File: src/rtl/morse_pkg.sv
// Shared definitions for the Morse TX scheduler slice.
// Contents: default ROM addresses for space/CR/LF, the scheduler FSM state
// encoding, and the bit positions of the fields inside sym_addr.
package morse_pkg;

  localparam int unsigned ADDR_W = 8;

  localparam logic [ADDR_W-1:0] SPACE_ADDR_DFLT = 8'hE0;
  localparam logic [ADDR_W-1:0] CR_ADDR_DFLT    = 8'hE1;
  localparam logic [ADDR_W-1:0] LF_ADDR_DFLT    = 8'hE2;

  // sym_addr = {symbol_count[2:0], symbol[4:0]}
  localparam int unsigned SYM_CNT_MSB = 7;
  localparam int unsigned SYM_CNT_LSB = 5;
  localparam int unsigned SYM_MSB     = 4;
  localparam int unsigned SYM_LSB     = 0;

  typedef enum logic [1:0] {
    ST_IDLE  = 2'd0,
    ST_ADDR  = 2'd1,
    ST_DATA  = 2'd2,
    ST_WRITE = 2'd3
  } tx_state_t;

endpackage

File: src/rtl/sched_queue.sv
// sched_queue: DEPTH x ADDR_W register queue for pending ROM addresses.
// Ports:
//   clk, reset    - clock, synchronous active-high reset
//   i_push_n      - number of entries pushed this cycle (0..NPUSH)
//   i_push_data   - entries to push, index 0 goes in first
//   i_pop         - drop the head entry
//   o_head        - current head entry (only meaningful when o_count != 0)
//   o_count       - occupancy, one bit wider than the pointers
//   o_free        - DEPTH - o_count, evaluated before any same-cycle pop
// The caller must never push more than o_free nor pop when empty.
module sched_queue
  import morse_pkg::*;
#(
  parameter  int unsigned DEPTH = 4,
  parameter  int unsigned NPUSH = 2,
  localparam int unsigned AW    = $clog2(DEPTH),
  localparam int unsigned CNTW  = AW + 1,
  localparam int unsigned CW    = $clog2(NPUSH + 1)
) (
  input  logic                         clk,
  input  logic                         reset,
  input  logic [CW-1:0]                i_push_n,
  input  logic [NPUSH-1:0][ADDR_W-1:0] i_push_data,
  input  logic                         i_pop,
  output logic [ADDR_W-1:0]            o_head,
  output logic [CNTW-1:0]              o_count,
  output logic [CNTW-1:0]              o_free
);

  logic [ADDR_W-1:0] r_mem [DEPTH];
  logic [AW-1:0]     r_wr;
  logic [AW-1:0]     r_rd;
  logic [CNTW-1:0]   r_cnt;

  always_ff @(posedge clk) begin
    if (reset) begin
      r_wr  <= '0;
      r_rd  <= '0;
      r_cnt <= '0;
    end else begin
      for (int unsigned i = 0; i < NPUSH; i++) begin
        if (i < 32'(i_push_n)) r_mem[r_wr + AW'(i)] <= i_push_data[i];
      end
      r_wr  <= r_wr + AW'(i_push_n);
      if (i_pop) r_rd <= r_rd + AW'(1);
      r_cnt <= r_cnt + CNTW'(i_push_n) - CNTW'(i_pop);
    end
  end

  assign o_head  = r_mem[r_rd];
  assign o_count = r_cnt;
  assign o_free  = CNTW'(DEPTH) - r_cnt;

endmodule

File: src/rtl/morse_tx_scheduler.sv
// morse_tx_scheduler: queues ROM addresses implied by letter-gap, word-gap
// and newline events, performs the one-cycle-latency ROM lookup and writes
// each looked-up byte to the UART exactly once, honouring tx_full.
// Ports:
//   clk, reset  - clock, synchronous active-high reset
//   lg, wg      - letter-gap / word-gap pulses; sym_addr valid with them
//   nl_req      - newline request pulse (pushes CR then LF)
//   rom_addr    - combinational queue head to the ROM, 8'h00 when empty
//   rom_data    - ROM output, valid one cycle after rom_addr
//   tx_full     - UART TX FIFO full
//   wr_uart     - one-cycle write strobe, w_data is the registered byte
//   busy        - queue non-empty or FSM not idle
//   overflow    - sticky, an event was dropped for lack of space
// Build option: define MORSE_TX_NEWLINE_EN to compile in the nl_req path;
// otherwise nl_req is ignored and CR_ADDR/LF_ADDR are unused.
module morse_tx_scheduler
  import morse_pkg::*;
#(
  parameter int unsigned       QDEPTH     = 4,
  parameter logic [ADDR_W-1:0] SPACE_ADDR = SPACE_ADDR_DFLT,
  parameter logic [ADDR_W-1:0] CR_ADDR    = CR_ADDR_DFLT,
  parameter logic [ADDR_W-1:0] LF_ADDR    = LF_ADDR_DFLT
) (
  input  logic              clk,
  input  logic              reset,
  input  logic              lg,
  input  logic              wg,
  input  logic              nl_req,
  input  logic [ADDR_W-1:0] sym_addr,
  output logic [ADDR_W-1:0] rom_addr,
  input  logic [ADDR_W-1:0] rom_data,
  input  logic              tx_full,
  output logic              wr_uart,
  output logic [ADDR_W-1:0] w_data,
  output logic              busy,
  output logic              overflow
);

  // A decoder event plus a newline can land four entries in one cycle.
`ifdef MORSE_TX_NEWLINE_EN
  localparam int unsigned NPUSH = 4;
`else
  localparam int unsigned NPUSH = 2;
`endif
  localparam int unsigned AW   = $clog2(QDEPTH);
  localparam int unsigned CNTW = AW + 1;
  localparam int unsigned CW   = $clog2(NPUSH + 1);

  tx_state_t                  r_state, w_state_next;
  logic [ADDR_W-1:0]          r_w_data;
  logic                       r_overflow;

  logic                       w_has_cnt;
  int unsigned                w_dec_n;
  logic [ADDR_W-1:0]          w_d0, w_d1;
  logic [NPUSH-1:0][ADDR_W-1:0] w_push_data;
  int unsigned                w_k;
  logic [CW-1:0]              w_push_n;
  logic                       w_evt_drop;
  logic                       w_pop;
  logic                       w_wr;
  logic                       w_cap;
  int unsigned                w_occ_next;
  logic [ADDR_W-1:0]          w_head;
  logic [CNTW-1:0]            w_count;
  logic [CNTW-1:0]            w_free;

`ifndef MORSE_TX_NEWLINE_EN
  logic w_unused_nl;
  assign w_unused_nl = &{1'b0, nl_req, CR_ADDR, LF_ADDR};
`endif

  assign w_has_cnt = |sym_addr[SYM_CNT_MSB:SYM_CNT_LSB];

  // Decoder event: wg dominates lg; a zero symbol count yields no symbol entry.
  always_comb begin
    w_dec_n = 0;
    w_d0    = sym_addr;
    w_d1    = SPACE_ADDR;
    if (wg) begin
      if (w_has_cnt) begin
        w_dec_n = 2;
      end else begin
        w_dec_n = 1;
        w_d0    = SPACE_ADDR;
      end
    end else if (lg && w_has_cnt) begin
      w_dec_n = 1;
    end
  end

  // All-or-nothing admission against the pre-pop free count; the newline
  // only sees what the decoder event left behind.
  always_comb begin
    w_push_data = '0;
    w_k         = 0;
    w_evt_drop  = 1'b0;
    if (w_dec_n != 0) begin
      if (w_dec_n <= 32'(w_free)) begin
        w_push_data[0] = w_d0;
        w_push_data[1] = w_d1;
        w_k            = w_dec_n;
      end else begin
        w_evt_drop = 1'b1;
      end
    end
`ifdef MORSE_TX_NEWLINE_EN
    if (nl_req) begin
      if (32'(w_free) - w_k >= 2) begin
        case (w_k)
          0: begin w_push_data[0] = CR_ADDR; w_push_data[1] = LF_ADDR; end
          1: begin w_push_data[1] = CR_ADDR; w_push_data[2] = LF_ADDR; end
          default: begin w_push_data[2] = CR_ADDR; w_push_data[3] = LF_ADDR; end
        endcase
        w_k = w_k + 2;
      end else begin
        w_evt_drop = 1'b1;
      end
    end
`endif
  end

  assign w_push_n   = CW'(w_k);
  assign w_pop      = (r_state == ST_WRITE) && !tx_full;
  assign w_occ_next = 32'(w_count) + w_k - (w_pop ? 32'd1 : 32'd0);

  sched_queue #(
    .DEPTH (QDEPTH),
    .NPUSH (NPUSH)
  ) u_queue (
    .clk         (clk),
    .reset       (reset),
    .i_push_n    (w_push_n),
    .i_push_data (w_push_data),
    .i_pop       (w_pop),
    .o_head      (w_head),
    .o_count     (w_count),
    .o_free      (w_free)
  );

  // Next-state looks at post-push occupancy so a fresh event reaches ADDR
  // in the following cycle without an extra IDLE bubble.
  always_comb begin
    w_state_next = r_state;
    w_wr         = 1'b0;
    w_cap        = 1'b0;
    case (r_state)
      ST_IDLE:  if (w_occ_next != 0) w_state_next = ST_ADDR;
      ST_ADDR:  w_state_next = ST_DATA;
      ST_DATA:  begin
        w_cap        = 1'b1;
        w_state_next = ST_WRITE;
      end
      ST_WRITE: if (!tx_full) begin
        w_wr         = 1'b1;
        w_state_next = (w_occ_next != 0) ? ST_ADDR : ST_IDLE;
      end
      default:  w_state_next = ST_IDLE;
    endcase
  end

  always_ff @(posedge clk) begin
    if (reset) begin
      r_state    <= ST_IDLE;
      r_w_data   <= '0;
      r_overflow <= 1'b0;
    end else begin
      r_state <= w_state_next;
      if (w_cap)      r_w_data   <= rom_data;
      if (w_evt_drop) r_overflow <= 1'b1;
    end
  end

  assign rom_addr = (w_count != '0) ? w_head : '0;
  assign wr_uart  = w_wr;
  assign w_data   = r_w_data;
  assign busy     = (w_count != '0) || (r_state != ST_IDLE);
  assign overflow = r_overflow;

endmodule

File: config.mk
export PLATFORM = sky130hd
export DESIGN_NAME = morse_tx_scheduler
export DESIGN_NICKNAME = d
export VERILOG_FILES = /design/src/rtl/morse_pkg.sv /design/src/rtl/sched_queue.sv /design/src/rtl/morse_tx_scheduler.sv
export SDC_FILE = /design/constraint.sdc
export NUM_CORES = 1
export LEC_CHECK = 0
export ABC_AREA = 1
export CAP_MARGIN = 10
export CORE_MARGIN = 3
export CORE_UTILIZATION = 30
export DETAILED_ROUTE_END_ITERATION = 10
export PLACE_DENSITY_LB_ADDON = 0.12
export REMOVE_ABC_BUFFERS = 1
export SLEW_MARGIN = 10
export SYNTH_ARGS = -nofsm -noshare
export SYNTH_HDL_FRONTEND = slang
export SYNTH_SLANG_ARGS = --single-unit
File: constraint.sdc
create_clock -name clk -period 3.5 [get_ports clk]
set_clock_uncertainty 0.1 [all_clocks]
set_input_delay 0.7 -clock clk [delete_from_list [all_inputs] [get_ports clk]]
set_output_delay 0.7 -clock clk [all_outputs]
set_load 0.005 [all_outputs]
* Word level (Yosys, flattened, before mapping) *
Memories as Yosys holds them, arrays and structs flattened. A register that Yosys moved wholly into a read port is not among the register bits.
Cells that the tools add are included.

operators by class
  $add $sub $neg = 8
  magnitude comparators = 3
  eq/ne operators = 5
  muxes and demuxes = 28
  reductions and logical operators = 11

operator list
  cell                                               number
  two-way mux 32 bit                                 3
  nonzero test 32 bit                                2
  adder 3 x 32 -> 32 bit                             1
  less-or-equal comparator 32 x 3 -> 1 bit           1
  two-way mux 16 bit                                 2
  subtractor 32 x 1 -> 32 bit                        1
  two-way mux 8 bit                                  3
  two-way mux 1 bit                                  14
  two-way mux 2 bit                                  5
  one-hot mux 2 bit (4 select lines)                 1
  adder 2 x 1 -> 2 bit, second input constant        2
  == test 2 bit, second input constant               2
  < comparator 1 x 2 -> 1 bit, first input constant  2
  inequality test 2 bit, second input constant       2
  adder 3 x 2 -> 3 bit                               1
  nonzero test 3 bit                                 1
  OR reduction 3 bit                                 1
  subtractor 3 x 1 -> 3 bit                          1
  subtractor 3 bit, first input constant             1
  adder 2 bit                                        1
  == test 2 x 1 -> 1 bit, second input constant      1
  logical AND 1 bit                                  2
  zero test 2 bit                                    1
  AND reduction 2 bit                                1
  other kinds (3)                                    3

word-level totals
  flip-flop bits (word level) = 18
  memory bits (writable) = 32
  input bits = 22
  output and inout bits = 19
  word-level logic and storage cells = 62
  memories = 1

memory list
  name           depth  bits a word  rd ports  clocked after memory_dff  write ports  RTL line           text
  u_queue.r_mem  4      8            1         1                         2            sched_queue.sv:30  logic [ADDR_W-1:0] r_mem [DEPTH];

* Logic depth before layout (Yosys ltp) *
  depth in word-level cells = 13
  depth in mapped cells = 26

* Hierarchy *
A second synthesis with hierarchy kept.

unflattened totals
  cell total of the unflattened synthesis = 390
  area total of the unflattened synthesis = 3215.6 sq um

modules (own cells, without submodules)
  module              instances  cells each  area an instance (sq um)  seq. area each (sq um)
  sched_queue         1          240         2263.4                    1141.1
  morse_tx_scheduler  1          150         952.2                     220.2

* Worst setup path after synthesis *
OpenSTA, ideal clock, no wires.

  path kind = input to register
  start = in sym_addr[5]
  end = reg r_state[0]
  setup time = 0.070 ns
  arrival = 3.389 ns
  required time = 3.330 ns
  slack = -0.059 ns
  stages = 23
  buffers on the path = 0
  path through = inv_2 -> nand2_2 -> nor2_1 -> nor2_2 -> ha_1 -> inv_1 -> o21bai_1 -> nand3_2 -> nand2_2 -> ha_1 -> inv_1 -> ha_1 -> nand3_1 -> and2_1 -> ha_1 -> inv_1 -> nor2_1 -> nand3_1 -> nor2_1 -> nand3_1 -> nand3_1 -> nand2_1 -> a21oi_1

on the way
  word-level cells in the longest chain between the ends = 13

ends and longest elaborated chain
  item                                      RTL line                                              text
  start: declaration                        morse_tx_scheduler.sv:29                              input logic [ADDR_W-1:0] sym_addr,
  OR reduction 3 bit (*)                    morse_tx_scheduler.sv:73                              assign w_has_cnt = |sym_addr[SYM_CNT_MSB:SYM_CNT_LSB];
  logical AND 1 bit                         morse_tx_scheduler.sv:87                              end else if (lg && w_has_cnt) begin
  two-way mux 1 bit                         morse_tx_scheduler.sv:87
  two-way mux 32 bit (*)                    morse_tx_scheduler.sv:80                              if (wg) begin
  less-or-equal comparator 32 x 3 -> 1 bit  morse_tx_scheduler.sv:99                              if (w_dec_n <= 32'(w_free)) begin
  two-way mux 32 bit                        morse_tx_scheduler.sv:99
  two-way mux 32 bit (*)                    morse_tx_scheduler.sv:98                              if (w_dec_n != 0) begin
  adder 3 x 32 -> 32 bit (*)                morse_tx_scheduler.sv:125                             assign w_occ_next = 32'(w_count) + w_k - (w_pop ? 32'd1 : 32'd0);
  subtractor 32 x 1 -> 32 bit (*)           morse_tx_scheduler.sv:125
  nonzero test 32 bit (*)                   morse_tx_scheduler.sv:148, morse_tx_scheduler.sv:156
  two-way mux 1 bit                         morse_tx_scheduler.sv:156                             w_state_next = (w_occ_next != 0) ? ST_ADDR : ST_IDLE;
  two-way mux 2 bit                         morse_tx_scheduler.sv:154                             ST_WRITE: if (!tx_full) begin
  one-hot mux 2 bit (4 select lines)        morse_tx_scheduler.sv:147                             case (r_state)
  end signal: assignment                    morse_tx_scheduler.sv:168                             r_state <= w_state_next;
  end: declaration                          morse_tx_scheduler.sv:49                              tx_state_t r_state, w_state_next;

Every way passes the cells marked *; elsewhere a longest branch is shown, timed or not. The select of a mux whose other input is x is not followed.
A chain may end at the register's enable or synchronous reset.

* Worst setup path after layout *
Same ends and word-level chain as after synthesis.

==> metrics.md <==
| Metric | Value |
|---|---|
| Compound-Gate Fraction of Synth Area | `12.6%` |
| # rows | `34` |
| Synth cell count leaders | `nor2_1 (83), nand2_1 (61), inv_1 (52), dfxtp_1 (40), o21ai_0 (37)` |
| Top cell type's share of synthesized area | `approximately 29%` |
| R2r startpoint | `u_queue.o_count[1]$_SDFF_PP0_` |
| Post-synthesis sequential area ratio | `41.9%` |
| Antenna diodes | `0` |
| Largest family of logic cells by synthesized area | `simple AND/OR/NAND/NOR gates` |
| Initial Util | `a little under a third` |
| Min Hold Slack | `381 ps` |
| Actual slew at the worst max-slew pin | `633 ps` |
| Crit Path Category | `input port to register` |
| Pwr dens | `790 mW/mm^2` |
| Max-cap violations | `0` |
| Rel. slew slack | `between 50% and 60%` |
| Routed vias | `2423` |
| Placed cell count | `between 500 and 600` |
| RSZ-0062 raised after global routing | `true` |
| H-tree levels | `2` |
| Adder-Cell Fraction of Synth Area | `8.40%` |
| Post-route insts no fill | `543` |
| Design area | `0.00362 sq mm` |
| Final Hold Fails | `0` |
| Achievable Freq | `297 MHz` |
| Core area | `0.00885 sq mm` |
| Die area | `0.0104 sq mm` |
| Type of origin of the critical path | `input port` |
| DR WL/cell | `11.8 um` |
| Skew-Pair Late Insertion Delay | `~290 ps` |
| Launch point of the worst path | `sym_addr[5]` |
| Slew Limit Fails | `0` |
| Post-route ant nets | `0` |
| Root buf cell | `clkbuf_8` |
| Fill cells | `slightly above 900` |
| Post-synth EDFFs | `12` |
| Post-Synth Simple-Gate Area | `26.1%` |
| Cells after Synth | `378` |
| DR pass1 iterations | `4` |
| Starting DRT DRC Count | `87` |
| Layout cell share with drive strength beyond 1 | `roughly 18%` |
| Drt drc | `0` |
| Crit path DAT | `3430 ps` |
| Synth Area in XOR/XNOR | `less than 1%` |
| Number of synthesized register bits | `52` |
| Status | `finished, final reports clean` |
| Height of the die | `roughly 100 um` |
| Synth Cell Area | `0.00277 sq mm` |
| Post-detailed-routing wire length | `6390 um` |
| Setup violators final | `0` |
| Beginning of the worst hold path | `overflow$_SDFFE_PP0P_` |
| YS warnings | `0` |
| # IOs | `41` |
| Worst setup margin | `134 ps` |
| Syn-to-layout area delta | `30.5%` |
| Tcrit/Tclk final | `96.2%` |
| Crit end category | `register` |
| GRT overflow | `0` |
| Ranking of synthesized cells by area | `dfxtp_1 (29%), edfxtp_1 (13%), nor2_1 (11%), nand2_1 (8.3%), ha_1 (7.7%)` |
| Global-route wire length before repair | `~10000 um` |
| Vias in the first global route | `2236` |
| # hold bufs at CTS | `0` |
| Worst-path clk slew | `about 90 ps` |
| Cell with the most instances after synthesis | `nor2_1` |
| Total CTS buffers | `5` |
| Post-Syn Area per Cell | `7.33 sq um` |
| Nets@finish | `475` |
| Min Tclk post-route | `3370 ps` |
| Port Buffers | `39` |
| Placer Congestion | `0.803` |
| Leak | `1.72 nW` |
| Hold Path Class | `register to register` |
| Post-place setup slack | `-791 ps` |
| Total Routing Usage GR | `12.5%` |
| DP Area | `0.00335 sq mm` |
| Via density per instance | `4.46` |
| VDD IR max | `0.448 mV` |
| Mux cell area share after synthesis | `0%` |
| Area leader, netlist | `dfxtp_1` |
| Die span in x | `102 um` |
| Initial antenna violation count | `0` |
| Worst Path Required | `roughly 3600 ps` |
| Post-DP HPWL | `4660 um` |
| Post-synth top flop | `dfxtp_1` |
| TritonCTS clock tree | `done` |
| Ys async rst share | `0%` |
| Largest net degree at the start of global routing | `18` |
| Bufs on Longest Clock Path | `2` |
| Max Fanout on Critical Path | `4` |
| Sink Count | `52` |
| Count of cell types in the netlist | `26` |
[state kept, by name, indices dropped and copies added (netlist names), named ones only]
register,flops
overflow,1
u_queue.o_count,3
u_queue.r_wr,2
u_queue.r_mem,32
r_state,2
u_queue.r_rd,2
w_data,8
[final timing paths]
| path | depth (start not counted) | slack (ps) | to |
|---|---|---|---|
| max reg2reg | 23 | 210 | r_state[0]$_SDFFE_PP0P_ |
| min | 2 | 380 | overflow$_SDFFE_PP0P_ |
| max | 25 | 130 | r_state[0]$_SDFFE_PP0P_ |
| min reg2reg | 2 | 380 | overflow$_SDFFE_PP0P_ |
[metrics by stage]
stage | TNS (ps) | power, mW | util [%]
floorplan | -89.0 | 1.79 | -
global placement | -1520 | 2.33 | 37.9
detailed placement | -1860 | 2.35 | 37.9
CTS | 0 | 2.81 | 39.7
global route | -186 | 3.13 | 40.9
finish | 0 | 2.86 | 40.9
[report_power, final]
group | switching, mW | leakage [nW] | internal [mW]
logic | 0.814 | 1.23 | 0.764
registers | 0.0929 | 0.445 | 0.855
clock network | 0.194 | 0.0416 | 0.136
total | 1.10 | 1.72 | 1.76
[layout by cell type, fill, tap and decap left out, drive strengths merged]
cell type,n
a21oi,25
a31oi,1
and2,1
buf,23
clkbuf,6
clkdlybuf4s15,2
clkdlybuf4s50,34
clkinv,2
dfxtp,40
edfxtp,12
fa,1
ha,17
inv,55
nand2,76
nand3,7
nor2,88
o211ai,1
o21ai,40
o21bai,1
xnor2,1
xor2,2
[worst max-delay path, stage by stage]
cell,delay (ps)
buf_6,100
inv_4,50
nand2_4,60
nor2_4,130
nor2_4,60
ha_4,260
inv_2,30
o21bai_1,140
nand3_2,120
nand2_2,110
nor2_4,40
inv_2,60
ha_4,130
inv_4,40
ha_4,250
nand3_2,70
and2_4,150
ha_4,260
inv_2,30
nor2_1,80
nand3_1,80
nor2_2,140
nand3_2,140
o211ai_1,130
a21oi_2,70
[routing by layer]
metal	global-route usage, %	part of all wire (%)	up-vias
met5	0	0	-
met1	15.2	43	1086
met4	3.33	0.39	0
met3	2.94	4.2	2
li1	-	-	1293
met2	22.0	52	42
[what timing repair did]
| item | in CTS | in global routing |
|---|---|---|
| gates resized for setup | 26 | 24 |
| endpoints found under the setup margin | 2 | 2 |
| pin swaps | 20 | 19 |
| setup buffers | 4 | 0 |
[kinds of logic (layout without fill, tap and decap cells)]
group                    count (synthesis)  after routing
XOR/XNOR                                 3              3
AO/OA/AOI/OAI                           68             68
buffers and inverters                   65            122
adder cells (fa/ha/maj)                 18             18
AND/OR/NAND/NOR                        172            172
flip-flops                              52             52
[cell type report]
type                       instances  area, sq um  area share, %
clock inverter                     2         12.5          0.346
clock buffer                       5         68.8           1.90
inverter                          55          214           5.92
multi-input combinational        261         1480           40.9
timing repair buffer              60          546           15.1
tap                              108          135           3.74
sequential                        52         1160           32.1
(Power assumes the default switching activity.)
